<file path="config.mk">
export PLATFORM = sky130hd
export DESIGN_NAME = jk_bank_driver
export DESIGN_NICKNAME = d
export VERILOG_FILES = /design/src/rtl/jk_bank_driver.sv
export SDC_FILE = /design/constraint.sdc
export NUM_CORES = 1
export LEC_CHECK = 0
export ABC_AREA = 1
export CAP_MARGIN = 20
export CORE_MARGIN = 3
export CORE_UTILIZATION = 49
export CTS_BUF_LIST = sky130_fd_sc_hd__clkbuf_16
export DETAILED_ROUTE_END_ITERATION = 8
export GPL_TIMING_DRIVEN = 0
export PLACE_DENSITY_LB_ADDON = 0.12
export SYNTH_ARGS = -nofsm -noshare
export SYNTH_HDL_FRONTEND = slang
export SYNTH_SLANG_ARGS = --single-unit
</file>
<file path="constraint.sdc">
create_clock -name clk -period 1.4 [get_ports clk]
set_input_delay 0.21 -clock clk [delete_from_list [all_inputs] [get_ports clk]]
set_output_delay 0.21 -clock clk [all_outputs]
set_load 0.005 [all_outputs]
</file>
<file path="src/rtl/jk_bank_driver.sv">
// jk_bank_driver
//   Upstream controller for a bank of WIDTH JK flip-flops sharing clk. Takes
//   one command at a time over valid/ready. It turns the command into a single
//   cycle of J/K excitation, then reads the bank back and confirms the result.
//   On a mismatch it retries with a direct load, up to MAX_RETRY times. The
//   outcome is reported as a one-cycle done or err pulse.
//
// Ports
//   clk        in   rising-edge clock, shared with the JK bank
//   rst        in   synchronous, active-high reset
//   req_valid  in   command present
//   req_ready  out  block can accept a command (IDLE and not in reset)
//   req_op     in   00 LOAD, 01 TOGGLE, 10 SET, 11 CLEAR
//   req_data   in   LOAD value or bit mask
//   q_fb       in   q outputs of the JK bank
//   j, k       out  registered J/K excitation for the bank
//   busy       out  command in progress
//   done       out  one-cycle pulse: bank matched the expected value
//   err        out  one-cycle pulse: retries exhausted without a match
module jk_bank_driver #(
  parameter int WIDTH     = 4,
  parameter int MAX_RETRY = 2
) (
  input  logic             clk,
  input  logic             rst,
  input  logic             req_valid,
  output logic             req_ready,
  input  logic [1:0]       req_op,
  input  logic [WIDTH-1:0] req_data,
  input  logic [WIDTH-1:0] q_fb,
  output logic [WIDTH-1:0] j,
  output logic [WIDTH-1:0] k,
  output logic             busy,
  output logic             done,
  output logic             err
);

  typedef enum logic [1:0] {
    IDLE  = 2'd0,
    DRIVE = 2'd1,
    CHECK = 2'd2
  } state_t;

  localparam logic [1:0] OP_LOAD   = 2'b00;
  localparam logic [1:0] OP_TOGGLE = 2'b01;
  localparam logic [1:0] OP_SET    = 2'b10;
  localparam logic [1:0] OP_CLEAR  = 2'b11;

  localparam logic [2:0] RETRY_LIMIT = 3'(MAX_RETRY);

  state_t           state;
  logic [WIDTH-1:0] expected;
  logic [2:0]       retry_cnt;
  logic             accept;

  // Value the bank must hold once the command has taken effect.
  function automatic logic [WIDTH-1:0] target_value(input logic [1:0]       op,
                                                    input logic [WIDTH-1:0] q,
                                                    input logic [WIDTH-1:0] d);
    case (op)
      OP_LOAD:   target_value = d;
      OP_TOGGLE: target_value = q ^ d;
      OP_SET:    target_value = q | d;
      default:   target_value = q & ~d;
    endcase
  endfunction

  // First-attempt J excitation.
  function automatic logic [WIDTH-1:0] first_j(input logic [1:0]       op,
                                               input logic [WIDTH-1:0] d);
    case (op)
      OP_CLEAR: first_j = '0;
      default:  first_j = d;
    endcase
  endfunction

  // First-attempt K excitation.
  function automatic logic [WIDTH-1:0] first_k(input logic [1:0]       op,
                                               input logic [WIDTH-1:0] d);
    case (op)
      OP_LOAD: first_k = ~d;
      OP_SET:  first_k = '0;
      default: first_k = d;
    endcase
  endfunction

  assign req_ready = (state == IDLE) && !rst;
  assign busy      = (state != IDLE);
  assign accept    = req_valid && req_ready;

  always_ff @(posedge clk) begin
    if (rst) begin
      state     <= IDLE;
      retry_cnt <= '0;
      expected  <= '0;
      j         <= '0;
      k         <= '0;
      done      <= 1'b0;
      err       <= 1'b0;
    end else begin
      // J/K are zero outside DRIVE so the bank holds; result flags are pulses.
      j    <= '0;
      k    <= '0;
      done <= 1'b0;
      err  <= 1'b0;
      case (state)
        IDLE: begin
          if (accept) begin
            expected  <= target_value(req_op, q_fb, req_data);
            retry_cnt <= '0;
            j         <= first_j(req_op, req_data);
            k         <= first_k(req_op, req_data);
            state     <= DRIVE;
          end
        end
        DRIVE: begin
          state <= CHECK;
        end
        CHECK: begin
          if (q_fb == expected) begin
            done  <= 1'b1;
            state <= IDLE;
          end else if (retry_cnt < RETRY_LIMIT) begin
            // A retry is always a direct load, so it can never re-toggle.
            retry_cnt <= retry_cnt + 3'd1;
            j         <= expected;
            k         <= ~expected;
            state     <= DRIVE;
          end else begin
            err   <= 1'b1;
            state <= IDLE;
          end
        end
        default: begin
          state <= IDLE;
        end
      endcase
    end
  end

endmodule

</file>
# Word-level counts from Yosys, hierarchy flattened
# Cells that the tools add are included.
# word_totals
word_cells	56
in_bits	13
ff_bits	19
# op_classes
n_eq_ne	9
reduce_logical	11
bitwise	6
n_addsub	1
mux	21
order_cmp	1
# op_table
operator	count
two-way mux 4 bit	7
one-hot mux 4 bit (2 select lines)	3
one-hot mux 4 bit (3 select lines)	1
two-way mux 3 bit	3
NOT 4 bit	2
equality test 2 bit, second input constant	3
inequality test 2 bit, second input constant	3
one-hot mux 2 bit (3 select lines)	1
one-hot mux 3 bit (2 select lines)	1
bitwise AND 4 bit	1
equality test 2 x 1 -> 1 bit, second input constant	2
equality test 4 bit	1
zero test 2 bit	2
two-way mux 1 bit	4
bitwise OR 4 bit	1
AND reduction 4 bit	1
nonzero test 2 bit	2
bitwise XOR 4 bit	1
adder 3 x 1 -> 3 bit, second input constant	1
less-than comparator 3 x 2 -> 1 bit, second input constant	1
OR reduction 3 bit	1
logical AND 1 bit	2
two-way mux 2 bit	1
AND reduction 2 bit	1
3 further kinds	3

# Longest topological paths before layout
# logic_depth
ltp_word	5
ltp_mapped	10
ltp_nobuf	10

# Worst setup path after synthesis
# OpenSTA, ideal clock, no wires.
# synth_path
path_type	register to register
startpoint	reg expected[1]
endpoint	reg retry_cnt[0]
arrival_ns	1.012
slack_ns	0.273
path_stages_with_launch	9
cell_sequence	dfxtp_1 -> inv_1 -> nand2_1 -> nand2_1 -> nor2_1 -> nand2_1 -> buf_2 -> a21oi_1 -> nor2_1
# synth_between
elab_chain_cells	3
# synth_lines
element	line	rtl
start: declaration	52	logic [WIDTH-1:0] expected;
start signal: assignment	109	expected <= target_value(req_op, q_fb, req_data);
equality test 4 bit	120	if (q_fb == expected) begin
inequality test 2 bit (no source line)	--	
AND reduction 4 bit (no source line)	--	
end signal: assignment	125	retry_cnt <= retry_cnt + 3'd1;
end: declaration	53	logic [2:0] retry_cnt;
# Every way passes these cells.
# A chain may end at the register's enable or synchronous reset.

# Worst setup path in the final report
# layout_path
startpoint	in q_fb[0]
endpoint	reg retry_cnt[0]
# layout_between
elab_chain_cells	3
# layout_lines
element	line	rtl
start: declaration	30	input logic [WIDTH-1:0] q_fb,
equality test 4 bit	120	
inequality test 2 bit (no source line)	--	
AND reduction 4 bit (no source line)	--	
# Every way passes these cells.

==> key figures <==
Critical path
  • Crit Path Max Fanout: 10
  • Worst Path Arrival: 1500 ps
  • RR Startpoint: expected[1]
  • Startpoint types: input port
  • Setup Crit Path Kind: input port to register
  • Critical Path RT: between 1500 and 2000 ps
  • Worst reg2reg path depth: 8
  • Flop2flop setup slack: around 120 ps
  • CP endpoint kind: register
  • Worst reg2reg path endpoint: retry_cnt[0]
  • Setup crit start: q_fb[0]

Placement
  • Dpl hpwl: about 1.9 mm
  • Pre-CTS WS: -440 ps
  • IO Port Bufs: 24
  • Final RePlAce weighted congestion: between 0.8 and 0.9

STA
  • Unrepaired setup endpoints after global routing: yes
  • Relative slew slack: between 60% and 70%
  • Fmax achieved: between 700 and 800 MHz
  • Setup ws final: roughly 46 ps
  • # setup viols final: 0
  • Setup Skew: 5.39 ps
  • Min cycle time layout: 1350 ps
  • Fin crit share: 96.7%
  • Final max-slew violation count: 0
  • Hold WS: 277 ps
  • Tightest Pin Transition: roughly 480 ps
  • Final Hold Viols: 0
  • Setup_tns: 0 ps

Route
  • Vias per inst: between 5 and 6
  • Vias: around 1100
  • Final wirelength: 2.58 mm
  • DRC viols: 0
  • Pre-Repair DR Iteration Count: 4
  • Avg WL per Cell: between 10 and 15 um
  • 1st-iter DRT viols: 31
  • Antenna viol nets, final: 0

Pwr
  • Worst VDD drop: between 1 and 1.5 mV
  • Switch share: between 20% and 30%
  • Net switching power: 0.371 mW
  • Seq pwr share: between 40% and 50%
  • Leakage: about 0.7 nW
  • Comb power frac: around 18%
  • Clock power share: 41.2%
  • Cell-internal power: 1.06 mW
  • Pwr Density: 975 nW/um^2

Synth
  • Synthesis warning total: 0
  • Synth top area share: 35.2%
  • Number of synthesized flops with an enable pin: 0
  • Cells after Synth: between 150 and 200
  • Post-synth top area cell: dfxtp_1
  • Synthesis-stage register bit count: 19
  • Post-synth top flop: dfxtp_1
  • Synthesized area: 1080 um^2
  • Syn Nets: around 170
  • Largest cells by area after synthesis: dfxtp_1, nand2_1, ha_1
  • Synth cell types: 21
  • Most frequent cells after synthesis: nand2_1, dfxtp_1, inv_1
  • Ys async rst share: 0%
  • Syn avg cell area: between 7 and 8 um^2
  • Count leader, synth: nand2_1
  • Register area share after synthesis: 35.2%

Layout
  • Fillers: between 150 and 200
  • Syn-to-layout area delta: 35.8%
  • Fraction of layout cells with a size suffix above 1: around 12%
  • Nets: 204
  • N_diodes: 0

Global routing
  • Pin count of the biggest net entering global routing: 12
  • GR Util met3: under 10%
  • Met1 Track Usage GR: a little over a quarter
  • Initial antenna violation count: 0
  • Total global routing overflow: 0
  • All-Layer GR Usage: a little over a fifth
  • Met2 Use GR: between 30% and 40%
  • First-pass GRT wire length: ~4.5 mm
  • Vias in the first global route: approximately 1000
  • Busiest grt layer: met2

Clock network
  • Root Driver: clkbuf_16
  • CTS Hold Buffers Added: 0
  • CTS H-tree depth: 1
  • CTS buffer count: 3
  • Clock tree from TritonCTS: built
  • Bufs on Longest Clock Path: 2
  • Clock slew at reported path FFs: approximately 50 ps
  • Clock latency on the worst-skew pair: 260 ps
  • Clock sink count: 19

Min path
  • Hold Path Cell Cnt: 3
  • Worst Hold Class: input port to register
  • Worst Hold Path EP: j[0]
  • HP Start: req_data[0]

Floorplan
  • Die area: around 2800 um^2
  • Row cnt: 16
  • Die Width: roughly 53 um
  • Top Ports: 25
  • Die height: 52.9 um
  • Initial Util: between 50 and 60%
  • Core area: approximately 2000 um^2

Status
  • Outcome: finished, final reports clean

Job
  • Max-Cap Viols: 0
[state kept, by name, summed over array words and instances, names as in the netlist]
register,flops
j,4
k,4
state,2
retry_cnt,3
err,1
expected,4
done,1
[cell families after synthesis]
logic type	count (synthesis)	share of synthesized area, %
buffers and inverters	23	8.34
flip-flops	19	35.2
adder cells (fa/ha/maj)	9	10.4
AO/OA/AOI/OAI	28	14.1
AND/OR/NAND/NOR	73	31.9
[power groups by stage]
stage	Clock, mW	Sequential, mW	Combinational [mW]
global placement	0	0.591	0.243
detailed placement	0	0.592	0.250
global route	0.633	0.583	0.294
CTS	0.600	0.581	0.251
floorplan	0	0.590	0.143
finish	0.589	0.581	0.260
[cell usage in the layout (no fill, tap or decap), drive strengths merged]
cell type	synthesis	routed
nor3	2	2
nand2	47	47
ha	9	9
o31ai	3	3
clkdlybuf4s15	0	1
or2	1	1
clkbuf	1	4
dlygate4sd2	0	2
a211oi	1	1
buf	1	2
dfxtp	19	19
nor2	8	8
o21ai	7	7
inv	21	21
a21oi	16	16
a21boi	1	1
clkdlybuf4s50	0	17
nand3	15	15
dlymetal6s2s	0	4
clkinv	0	1
[timing repair]
item / CTS / global route
cloned: 0 / 0
endpoints found under the setup margin: 9 / 17
setup buffers: 1 / 0
resized for setup: 6 / 15
hold endpoints to repair: 0 / 0
pin swaps: 0 / 2
[critical path: stages]
cell	delay, ps
clkdlybuf4s50_1	500
inv_1	70
nand2_1	60
nand2_1	70
nor2_2	170
nand2_2	90
buf_6	150
a21oi_1	120
nor2_1	60
[layer usage]
metal	vias up	part of all wire (%)
met4	0	1.4
met3	6	7.1
met2	37	47
li1	550	-
met5	-	0
met1	498	44
[final cells by class]
cell class	instances	area [um^2]	share of cell area, %
flip-flops and latches	19	384	26.2
clock buffers	3	75.1	5.12
plain buffers	2	15.0	1.02
clock inverters	1	5.00	0.341
inverters	21	81.3	5.55
well taps	27	33.8	2.30
repair buffers	25	255	17.4
multi-input cells	110	617	42.1
[stage by stage]
| step | util [%] | std cells | power [mW] | instance area, um^2 |
|---|---|---|---|---|
| after floorplan | - | 152 | 0.734 | 1080 |
| after global placement | 67.0 | 203 | 0.834 | 1350 |
| after detailed placement | 67.0 | 203 | 0.842 | 1350 |
| after CTS | 71.3 | 208 | 1.43 | 1440 |
| after global routing | 72.5 | 208 | 1.51 | 1470 |
| final | 72.5 | 208 | 1.43 | 1470 |
[how the worst max path moves through the flow]
stage                        end  slack [ps]  cells past startpoint
floorplan           retry_cnt[0]         270                      8
global placement       req_ready        -450                      5
detailed placement     req_ready        -440                      5
CTS                 retry_cnt[0]           7                      9
global route        retry_cnt[0]          -3                      9
finish              retry_cnt[0]          50                      9
No activity file was read; power rests on OpenSTA's default activity.
